### src/rtl/aoi_lane_pipe.sv
// Per-lane AND-OR(-invert) evaluator behind an elastic valid/ready pipeline of
// STAGES register slices, with a saturating count of delivered output beats.
module aoi_lane_pipe #(
    parameter int WIDTH  = 8,
    parameter int STAGES = 2,
    parameter int CNT_W  = 16
) (
    input  logic             clk,
    input  logic             rst,
    input  logic             in_valid,
    output logic             in_ready,
    input  logic             in_mode,
    input  logic [WIDTH-1:0] in_a,
    input  logic [WIDTH-1:0] in_b,
    input  logic [WIDTH-1:0] in_c,
    input  logic [WIDTH-1:0] in_d,
    input  logic [WIDTH-1:0] in_e,
    output logic             out_valid,
    input  logic             out_ready,
    output logic [WIDTH-1:0] out_y,
    output logic             out_mode,
    input  logic             clr_cnt,
    output logic [CNT_W-1:0] beat_cnt
);

    logic [WIDTH-1:0] f_in;
    logic [WIDTH-1:0] y_in;

    assign f_in = (in_a & in_c & in_d) | (in_e & ~in_b);
    assign y_in = in_mode ? f_in : ~f_in;

    logic [STAGES-1:0] valid_reg;
    logic [STAGES-1:0] mode_reg;
    logic [WIDTH-1:0]  data_reg [STAGES];

    logic [STAGES-1:0] up_valid;
    logic [STAGES-1:0] up_mode;
    logic [WIDTH-1:0]  up_data  [STAGES];

    // ready[k]: stage k may load this cycle (empty, or its beat moves on).
    logic [STAGES:0]   ready;

    assign ready[STAGES] = out_ready;

    genvar gi;
    generate
        for (gi = 0; gi < STAGES; gi++) begin : g_stage
            assign ready[gi] = ~valid_reg[gi] | ready[gi+1];

            if (gi == 0) begin : g_src_in
                assign up_valid[gi] = in_valid;
                assign up_mode[gi]  = in_mode;
                assign up_data[gi]  = y_in;
            end else begin : g_src_prev
                assign up_valid[gi] = valid_reg[gi-1];
                assign up_mode[gi]  = mode_reg[gi-1];
                assign up_data[gi]  = data_reg[gi-1];
            end

            always_ff @(posedge clk) begin
                if (rst) begin
                    valid_reg[gi] <= 1'b0;
                    mode_reg[gi]  <= 1'b0;
                    data_reg[gi]  <= '0;
                end else if (ready[gi]) begin
                    valid_reg[gi] <= up_valid[gi];
                    // Payload only moves with a real beat so bubbles never disturb it.
                    if (up_valid[gi]) begin
                        mode_reg[gi] <= up_mode[gi];
                        data_reg[gi] <= up_data[gi];
                    end
                end
            end
        end
    endgenerate

    // Outputs are forced quiet for the whole reset window, including its first cycle.
    assign in_ready  = ready[0] & ~rst;
    assign out_valid = valid_reg[STAGES-1] & ~rst;
    assign out_mode  = mode_reg[STAGES-1] & ~rst;
    assign out_y     = rst ? '0 : data_reg[STAGES-1];

    logic             out_hs;
    logic [CNT_W-1:0] beat_cnt_reg;

    assign out_hs = out_valid & out_ready;

    always_ff @(posedge clk) begin
        if (rst || clr_cnt) begin
            beat_cnt_reg <= '0;
        end else if (out_hs && (beat_cnt_reg != {CNT_W{1'b1}})) begin
            beat_cnt_reg <= beat_cnt_reg + CNT_W'(1);
        end
    end

    assign beat_cnt = rst ? '0 : beat_cnt_reg;

endmodule

### config.mk
export PLATFORM = sky130hd
export DESIGN_NAME = aoi_lane_pipe
export DESIGN_NICKNAME = d
export VERILOG_FILES = /design/src/rtl/aoi_lane_pipe.sv
export SDC_FILE = /design/constraint.sdc
export NUM_CORES = 1
export LEC_CHECK = 0
export BUFFER_PORTS_ARGS = -buffer_cell sky130_fd_sc_hd__buf_2
export CAP_MARGIN = 10
export CORE_MARGIN = 10
export CORE_UTILIZATION = 32
export DETAILED_ROUTE_END_ITERATION = 10
export GPL_ROUTABILITY_DRIVEN = 0
export GPL_TIMING_DRIVEN = 0
export PLACE_DENSITY = 0.6
export SYNTH_ARGS = -nofsm -noshare
export SYNTH_HDL_FRONTEND = slang
export SYNTH_SLANG_ARGS = --single-unit
### constraint.sdc
create_clock -name clk -period 4 [get_ports clk]
set_input_delay 0.6 -clock clk [delete_from_list [all_inputs] [get_ports clk]]
set_output_delay 0.6 -clock clk [all_outputs]
set_load 0.005 [all_outputs]
Word level (Yosys, flattened, before mapping)
Memories as Yosys holds them, arrays and structs flattened.
Cells that the tools add are included.
Widths: inputs -> output; s select.
{ "classes": {"add_sub_neg": 1, "eq_ne": 1, "n_mux": 15, "bitwise_logic": 17, "reduce_logical": 4} }
{ "ops": {"columns": ["operator", "n"], "rows": [
  ["$mux 8", 4],
  ["$and 8x8->8", 3],
  ["$add 16x1->16 const B", 1],
  ["$mux 16", 1],
  ["$ne 16x16->1 const B", 1],
  ["$not 8->8", 2],
  ["$mux 1", 10],
  ["$or 8x8->8", 1],
  ["$and 1x1->1", 4],
  ["$or 1x1->1", 4],
  ["$reduce_and 2->1", 2],
  ["$not 1->1", 3],
  ["$logic_and 1x1->1", 1],
  ["$logic_or 1x1->1", 1]
]} }
{ "totals": {"regBits": 20, "mem_bits_rw": 16, "inputBits": 46, "output_inout_bits": 27, "wordCells": 44, "n_memories": 1} }
{ "memory_table": {"columns": ["name", "depth", "width", "read_ports", "rd_ports_with_merged_regs", "wr", "line", "text"], "rows": [
  ["data_reg", 2, 8, 2, 0, 2, "34", "logic [WIDTH-1:0] data_reg [STAGES];"]
]} }

Longest topological paths before layout
Gate-level depths: netlist of run 1.
{ "depth": {"ltp_word": 7, "mapped_depth": 5, "depth_no_buf": 5} }

Least setup slack after synthesis of run 1
Ideal clock, no wire load.
{ "synth_timing": {"kind": "input -> output", "from": "in rst", "to": "out beat_cnt[10]", "arrival_ns": 1.226, "required_time_ns": 3.400, "setup_slack_ns": 2.174, "cell_stages": 3, "n_path_buf": 2, "cell_sequence": "clkbuf_1 -> clkbuf_1 -> nor2b_1"} }
{ "synth_between": {"elab_chain_cells": 1} }
{ "synth_lines": {"columns": ["item", "line", "text"], "rows": [
  ["from (decl)", "9", "input logic rst,"],
  ["$mux 16", "96", "assign beat_cnt = rst ? '0 : beat_cnt_reg;"],
  ["to (decl)", "23", "output logic [CNT_W-1:0] beat_cnt"]
]} }
Every way passes these cells.

Worst setup path after layout of run 1
Same ends and word-level chain as after synthesis.

==> results.md, run 1 <==
- CP arrival: between 1500 and 2000 ps
- Synth top area cells: dfxtp_1 29%, edfxtp_1 12%, nor2b_1 7.7%
- Skew-Pair Late Insertion Delay: roughly 280 ps
- CP Launch Type: input pin
- Hold Crit Depth: 2
- DP HPWL: around 4000 µm
- Syn Area/Cell: 8.90 µm²
- Die area: 0.00958 mm²
- Fraction of layout cells with a size suffix above 1: 29.6%
- Row cnt: 28
- R2R depth: 5
- Final setup TNS: 0 ps
- Core ar.: between 0.005 and 0.006 mm²
- Post-synth EDFFs: 8
- Total chip power: 723 µW
- Hold_ws: approximately 480 ps
- CTS tree: built
- CP Max Fanout: 10
- CTS Root Cell: clkbuf_8
- Largest net degree at the start of global routing: 13
- # nets final: 343
- Iter 0 DRT Violations: between 50 and 60
- Max Root-Sink Buffers: 2
- Synth cell count leaders: 31 x nor2_1, 28 x dfxtp_1, 24 x nor2b_1
- Post-Syn Area: around 0.0019 mm²
- Post-CTS sizing: 0
- Peak supply drop: ~170 µV
- Cell variety after synth: 48
- Initial antenna violation count: 0
- Routed Antenna Nets: 0
- Syn nets: around 270
- Final min period: 2440 ps
- Reg2Reg Setup Slack: 2040 ps
- Overall Global Routing Usage: a little over a tenth
- P&R area growth vs syn: 27.7%
- Outcome: complete, no violations
- Top_reg_cell synth: dfxtp_1
- #FFs+latches synth: 36
- Async S/R FF share, synth: 0%
- Postcts setup bufs: 0
- H-Tree Depth: 2
- Clock skew: 5.71 ps
- Placed cell area: roughly 0.0024 mm²
- Post-route cell area: 0.00248 mm²
- CTS Buf Count: 5
- I/O Pins: 73
- Fmax: 410 MHz
- Via count: 1818
- Worst setup EP type: output pin
- Syn Inst Count: 218
- Clock sinks: 36
- Critical setup path kind: input pin to output pin
- Top-count cell post-synth: nor2_1
- Drt first pass iters: 4
- LEAKAGE: 1.14 nW
- Clock-pin slew on the worst setup and hold paths: around 80 ps
- Die Wd: 97.9 µm
- RSZ-0062 raised after global routing: false
- Residual DRC count: 0
- Slew headroom: 50.4%
- Port bufs: 71
- Worst-Margin Slew: 742 ps
- Vias in the first global route: 1848
- CP required: 3400 ps
- Period Utilization, post-route: between 60% and 70%
- Via/cell ratio: slightly below 5
- Worst hold path class: register to register
- Yosys top cell by area: dfxtp_1
- Top cell type's share of synthesized area: just under 30%
- Sequential share of the synthesized area: 41.3%
- First-pass GRT wire length: 8490 µm
- # setup viols final: 0
- DRT Wirelength: 4990 µm
- Final hold vios: 0
- Die height: 97.9 µm
- GRT Residual Overflow: 0
- Pwr/cell area: 292 mW/mm²
- Slew Viols, Final: 0
- Cts-stage hold buffer count: 0
- Initial Utilization: 32.8%
- WL/cell: about 13 µm
- Antenna cells: 0
- Maxcap violations: 0
- Synth warn: 0
## power by group
part           leakage (nW)  switching (mW)  internal (mW)
combinational         0.780          0.0389         0.0389
sequential            0.315         0.00454          0.384
clock                0.0479           0.135          0.121
total                  1.14           0.179          0.544
## kinds of logic (layout without fill, tap and decap cells)
group	count (synthesis)	count (layout)	synth area share [%]
and+or+nand+nor	106	106	31.5
AOI/OAI and AO/OA	37	37	14.0
DFF	36	36	41.3
buffers and inverters	21	100	4.32
muxes	9	9	4.64
xor gates and xnor gates	8	8	3.61
adders and majority gates	1	1	0.645
## per-layer routing
metal / vias up / part of all wire (%) / global-route usage (%)
met2: 72 / 45 / 17.2
li1: 939 / - / -
met5: - / 0 / 0
met3: 2 / 11 / 5.85
met4: 0 / 0.64 / 2.68
met1: 805 / 43 / 11.5
## cells in the final DEF, fill, tap and decap left out, types with 4 or more instances in the layout
cell	n
nor2b_1	24
nand3_1	7
or3_1	4
xnor2_1	8
clkbuf_8	5
clkbuf_1	5
nand2_1	11
dfxtp_1	28
edfxtp_1	8
inv_1	13
a21oi_1	7
nor2_1	31
nor3_1	4
o31ai_1	4
mux2i_1	9
a32oi_1	8
buf_2	72
## critical path, stage by stage
cell      delay, ps
buf_2           140
clkbuf_1        400
clkbuf_1        460
nor2b_1          90
buf_2           140
## through the flow
step	worst slack [ps]	cells	util (%)
4_1_cts	1490	372	41.8
6_report	1560	372	41.8
3_5_place_dp	1490	364	40.4
5_1_grt	1380	372	41.8
3_3_place_gp	1510	364	40.4
2_1_floorplan	2170	218	-
## final timing paths
path                       to             from
max              beat_cnt[10]              rst
min               mode_reg[0]      mode_reg[0]
max reg2reg  beat_cnt_reg[12]  beat_cnt_reg[0]
min reg2reg       mode_reg[0]      mode_reg[0]
## layout make-up
cell class	count	area (µm²)
timing repair buffer	71	355
multi-input combinational	161	1060
sequential	36	801
clock buffer	5	68.8
tap	75	93.8
clock inverter	3	18.8
fill	611	3440
buffer	8	35.0
inverter	13	48.8
Note: power is estimated with default switching activity, not from simulation.
==> inputs of run 2 (changes only) <==
--- a/config.mk
+++ b/config.mk
@@ -12,7 +12,7 @@
 export DETAILED_ROUTE_END_ITERATION = 10
 export GPL_ROUTABILITY_DRIVEN = 0
 export GPL_TIMING_DRIVEN = 0
-export PLACE_DENSITY = 0.6
+export PLACE_DENSITY = 0.62
 export SYNTH_ARGS = -nofsm -noshare
 export SYNTH_HDL_FRONTEND = slang
 export SYNTH_SLANG_ARGS = --single-unit
==> constraint.sdc (replaced) <==
create_clock -name clk -period 2.1 [get_ports clk]
set_input_delay 0.315 -clock clk [delete_from_list [all_inputs] [get_ports clk]]
set_output_delay 0.315 -clock clk [all_outputs]
set_load 0.005 [all_outputs]
==> results.md, run 2 (same netlist as run 1, synthesis figures left out) <==
- Hold Crit Depth: 3 (+1)
- Core ar.: 0.00592 mm² (unchanged)
- Fmax: 512 MHz
- Drt first pass iters: 4 (unchanged)
- Slowest CP cell: clkbuf_1
- Die height: 97.9 µm (unchanged)
- Via count: 1851 (+1.8%)
- Slowest stage delay, CP: 470 ps (about the same)
- Peak supply drop: 288 µV (+70%)
- Final hold vios: 0 (unchanged)
- WL/cell: 13.7 µm (+2.1%)
- P&R area growth vs syn: 29.9%
- Max Root-Sink Buffers: 2 (unchanged)
- # setup viols final: 0 (unchanged)
- DRT Wirelength: 5120 µm (+2.6%)
- Clock skew: 6.42 ps (+0.710 ps)
- R2R depth: 4 (-1)
- Outcome: complete, no violations
- Initial antenna violation count: 0 (unchanged)
- Routed Antenna Nets: 0 (unchanged)
- Vias in the first global route: 1927 (+4.3%)
- Clock-pin slew on the worst setup and hold paths: 70 ps (about the same)
- CP arrival: 1640 ps (-200 ps)
- Port bufs: 71 (unchanged)
- Iter 0 DRT Violations: 55 (-3.5%)
- Most frequent cells in the layout: 72 x buf_2, 31 x nor2_1, 28 x dfxtp_1
- Crit Reg-Reg Startpoint: beat_cnt_reg[3]
- Worst Hold Launch: in_valid
- Reg2Reg Setup Slack: 410 ps (-1630 ps)
- Via/cell ratio: 4.95 (+1.3%)
- DP HPWL: 4020 µm (+0.44%)
- H-Tree Depth: 2 (unchanged)
- CTS tree: built
- Skew-Pair Late Insertion Delay: 290 ps (about the same)
- Slew Viols, Final: 0 (unchanged)
- CP Launch Type: input pin
- GRT Residual Overflow: 0 (unchanged)
- Slew headroom: 48.3% (-2.1 points)
- Period Utilization, post-route: 93.0%
- Final min period: 1950 ps
- I/O Pins: 73 (unchanged)
- Hold Path End: up_valid[1]
- Maxcap violations: 0 (unchanged)
- Antenna cells: 0 (unchanged)
- Critical setup path kind: input pin to output pin
- R2r endpoint: beat_cnt_reg[2]
- Final setup TNS: 0 ps (unchanged)
- Worst setup EP type: output pin
- RSZ-0062 raised after global routing: false
- Row cnt: 28 (unchanged)
- Clock sinks: 36 (unchanged)
- # nets final: 345 (+0.58%)
- Worst-Margin Slew: 774 ps (+32.0 ps)
- Cts-stage hold buffer count: 0 (unchanged)
- Crit-path cells: buf_2, clkbuf_1, clkbuf_1, nor2b_1, buf_2
- Die Wd: 97.9 µm (unchanged)
- CTS Buf Count: 5 (unchanged)
- Overall Global Routing Usage: 10.5% (+0.030 points)
- Initial Utilization: 32.8% (unchanged)
- Most common cell after layout, fill and taps aside: buf_2
- Residual DRC count: 0 (unchanged)
- CP required: 1780 ps (-1620 ps)
- LEAKAGE: 1.18 nW (+2.8%)
- Largest net degree at the start of global routing: 12 (-1)
- Worst hold path class: input pin to register
- Pwr/cell area: 594 mW/mm² (+100%)
- Fraction of layout cells with a size suffix above 1: 29.8% (+0.14 points)
- Hold_ws: 286 ps (-193 ps)
- Die area: 0.00958 mm² (unchanged)
- FILL cells: 602 (-1.5%)
- CP Max Fanout: 10 (unchanged)
- CTS Root Cell: clkbuf_8
- First-pass GRT wire length: 8600 µm (+1.3%)
[run 2: metal layers]
layer / up-vias / part of all wire, % / GRT usage (%)
met5: - / 0 / 0
met2: 68 / 46 / 17.2
met1: 833 / 42 / 11.4
li1: 946 / - / -
met3: 4 / 12 / 6.69
met4: 0 / 0.47 / 2.01
[run 2: how the worst max path moves through the flow]
stage,slack (ps),to,from,cells after the start
6_report,150,beat_cnt[10],rst,5
5_1_grt,0.4,beat_cnt[10],rst,5
4_1_cts,120,beat_cnt[10],rst,5
3_5_place_dp,120,beat_cnt[10],rst,5
3_3_place_gp,170,out_y[0],rst,5
2_1_floorplan,540,beat_cnt_reg[14],beat_cnt_reg[0],5
[run 2: stage by stage]
step	power, mW	instances	area (µm²)	util [%]	setup WS, ps
5_1_grt	1.57	374	2520	42.6	0.366
6_report	1.50	374	2520	42.6	148
3_3_place_gp	0.904	364	2390	40.4	166
2_1_floorplan	0.839	218	1940	-	538
3_5_place_dp	0.908	364	2390	40.4	124
4_1_cts	1.51	372	2500	42.2	125
[run 2: final cells by class]
| cell class | count | area, µm² | share of cell area [%] |
|---|---|---|---|
| plain buffers | 8 | 35.0 | 1.39 |
| flip-flops and latches | 36 | 801 | 31.8 |
| clock inverters | 2 | 35.0 | 1.39 |
| clock buffers | 6 | 72.6 | 2.88 |
| repair buffers | 73 | 370 | 14.7 |
| well taps | 75 | 93.8 | 3.72 |
| multi-input cells | 161 | 1060 | 42.2 |
| inverters | 13 | 48.8 | 1.94 |
[run 2: critical path: cells and delay by family]
kind / cells / cell delay (ps)
buffers and inverters: 4 / 1220
and+or+nand+nor: 1 / 100
[run 2: power breakdown]
| part | switching [mW] | internal (mW) |
|---|---|---|
| clock network | 0.255 | 0.352 |
| logic | 0.0757 | 0.0741 |
| registers | 0.00858 | 0.732 |
| total | 0.339 | 1.16 |
[run 2: what timing repair did]
item,4_1_cts,5_1_grt
gates resized for setup,0,1
buffers inserted,0,2
endpoints found under the setup margin,0,1
==> inputs of run 3 (changes only) <==
--- a/config.mk
+++ b/config.mk
@@ -12,7 +12,6 @@
 export DETAILED_ROUTE_END_ITERATION = 10
 export GPL_ROUTABILITY_DRIVEN = 0
 export GPL_TIMING_DRIVEN = 0
-export PLACE_DENSITY = 0.62
 export SYNTH_ARGS = -nofsm -noshare
 export SYNTH_HDL_FRONTEND = slang
 export SYNTH_SLANG_ARGS = --single-unit
==> results.md, run 3 (same netlist as run 1, synthesis figures left out) <==
- Outcome: complete, no violations
- DRT Wirelength: 4980 µm (-2.7%)
- Pwr/cell area: 553 mW/mm² (-6.8%)
- Antenna cells: 0 (unchanged)
- Crit Reg-Reg Startpoint: beat_cnt_reg[0]
- Placed Cells: 364 (unchanged)
- Period Utilization, post-route: 89.8% (-3.2 points)
- Row cnt: 28 (unchanged)
- Clock sinks: 36 (unchanged)
- LEAKAGE: 1.16 nW (-1.3%)
- Crit path to: beat_cnt_reg[12]
- # nets final: 343 (-0.58%)
- Maxcap violations: 0 (unchanged)
- Die area: 0.00958 mm² (unchanged)
- P&R area growth vs syn: 28.1%
- Slew Viols, Final: 0 (unchanged)
- Critical setup path kind: register to register
- CP arrival: 2070 ps (+430 ps)
- CTS Root Cell: clkbuf_8
- Total chip power: 1.38 mW (-8.1%)
- First-pass GRT wire length: 8490 µm (-1.3%)
- Post-Layout Cell Count: 372 (-0.53%)
- CP required: 2290 ps (+510 ps)
- Cts-stage hold buffer count: 0 (unchanged)
- Residual DRC count: 0 (unchanged)
- Clock skew: 5.27 ps (-1.15 ps)
- I/O Pins: 73 (unchanged)
- CP Launch Type: register
- Clock-pin slew on the worst setup and hold paths: 70 ps (about the same)
- Fmax: 530 MHz (+3.6%)
- FILL cells: 610 (+1.3%)
- H-Tree Depth: 2 (unchanged)
- Initial Utilization: 32.8% (unchanged)
- Most frequent cells in the layout: 72 x buf_2, 31 x nor2_1, 28 x dfxtp_1
- CP Max Fanout: 6 (-4)
- Die height: 97.9 µm (unchanged)
- GRT Residual Overflow: 0 (unchanged)
- Iter 0 DRT Violations: 49 (-11%)
- Worst-Margin Slew: 744 ps (-30.5 ps)
- R2R depth: 5 (+1)
- Most common cell after layout, fill and taps aside: buf_2
- Multi-input gate area: 0.00106 mm² (unchanged)
- Final min period: 1890 ps (-67.0 ps)
- R2r endpoint: beat_cnt_reg[12]
- Peak supply drop: 323 µV (+12%)
- Post-CTS sizing: 0 (unchanged)
- CTS tree: built
- RSZ-0062 raised after global routing: true
- Worst setup EP type: register
- CTS Buf Count: 5 (unchanged)
- Reg2Reg Setup Slack: 210 ps (-200 ps)
- Slew headroom: 50.3% (+2.0 points)
- Via/cell ratio: 4.93 (-0.33%)
- Hold_ws: 290 ps (+4.05 ps)
- Skew-Pair Late Insertion Delay: 280 ps (about the same)
- Port bufs: 71 (unchanged)
- Routed Antenna Nets: 0 (unchanged)
- WL/cell: 13.4 µm (-2.1%)
- Fraction of layout cells with a size suffix above 1: 29.6% (-0.14 points)
- Die Wd: 97.9 µm (unchanged)
- Worst hold path class: input pin to register
- Reg area: 801 µm² (unchanged)
- # setup viols final: 0 (unchanged)
- Crit path launch: beat_cnt_reg[0]
- Drt first pass iters: 5 (+1)
- Initial antenna violation count: 0 (unchanged)
- Vias in the first global route: 1848 (-4.1%)
- Overall Global Routing Usage: 10.5% (-0.030 points)
- Final hold vios: 0 (unchanged)
- Core ar.: 0.00592 mm² (unchanged)
- Postcts setup bufs: 0 (unchanged)
- DP HPWL: 4000 µm (-0.44%)
- Max Root-Sink Buffers: 2 (unchanged)
- Via count: 1835 (-0.86%)
- Largest net degree at the start of global routing: 13 (+1)
run 3: changes by cell type in the layout (fill, tap and decap cells not counted), sizes merged:
cell,before,now
clkbuf,11,10
buf,76,74
clkinv,1,3
bufinv,1,0
run 3: how the worst min path moves through the flow:
stage	from	endpoint	slack (ps)	cells after the start
after detailed placement	mode_reg[0]	mode_reg[0]	470	2
final	in_valid	up_valid[1]	290	3
after global placement	data_reg[0][3]	data_reg[1][3]	460	2
after global routing	clr_cnt	beat_cnt_reg[13]	310	3
after CTS	in_valid	up_valid[1]	280	3
after floorplan	in_valid	up_valid[1]	440	2
run 3: where the power goes:
group / switching, mW / internal [mW] / total [mW]
Sequential: 0.00869 / 0.732 / 0.740
Clock: 0.256 / 0.231 / 0.487
Combinational: 0.0740 / 0.0741 / 0.148
run 3: per-stage QoR:
stage                     setup TNS (ps)  util (%)  area (µm²)  setup WS [ps]
after global routing               -28.5      42.0        2490          -28.5
after detailed placement               0      40.4        2390            150
after floorplan                        0         -        1940            538
final                                  0      42.0        2490            215
after global placement                 0      40.4        2390            178
after CTS                              0      41.8        2480            137
run 3: critical path, stage by stage (launching register included):
cell and delay, ps:
dfxtp_1 400, ha_1 280, nand4b_1 340, nor4_4 410, nor2_1 80, a311oi_1 280
run 3: area by class of cell:
type | count | share of cell area (%)
Clock inverter | 3 | 0.755
Timing Repair Buffer | 71 | 14.3
Sequential cell | 36 | 32.2
Tap cell | 75 | 3.77
Inverter | 13 | 1.96
Multi-Input combinational cell | 161 | 42.8
Clock buffer | 5 | 2.77
Buffer | 8 | 1.41
run 3: layer usage:
| metal | share of wire, % | routed length, µm | global-route usage [%] | vias to the layer above |
|---|---|---|---|---|
| met2 | 46 | 2270 | 17.2 | 73 |
| li1 | - | - | - | 941 |
| met5 | 0 | 0 | 0 | - |
| met1 | 44 | 2190 | 11.5 | 819 |
| met4 | 0.62 | 31 | 2.68 | 0 |
| met3 | 9.9 | 493 | 5.85 | 2 |
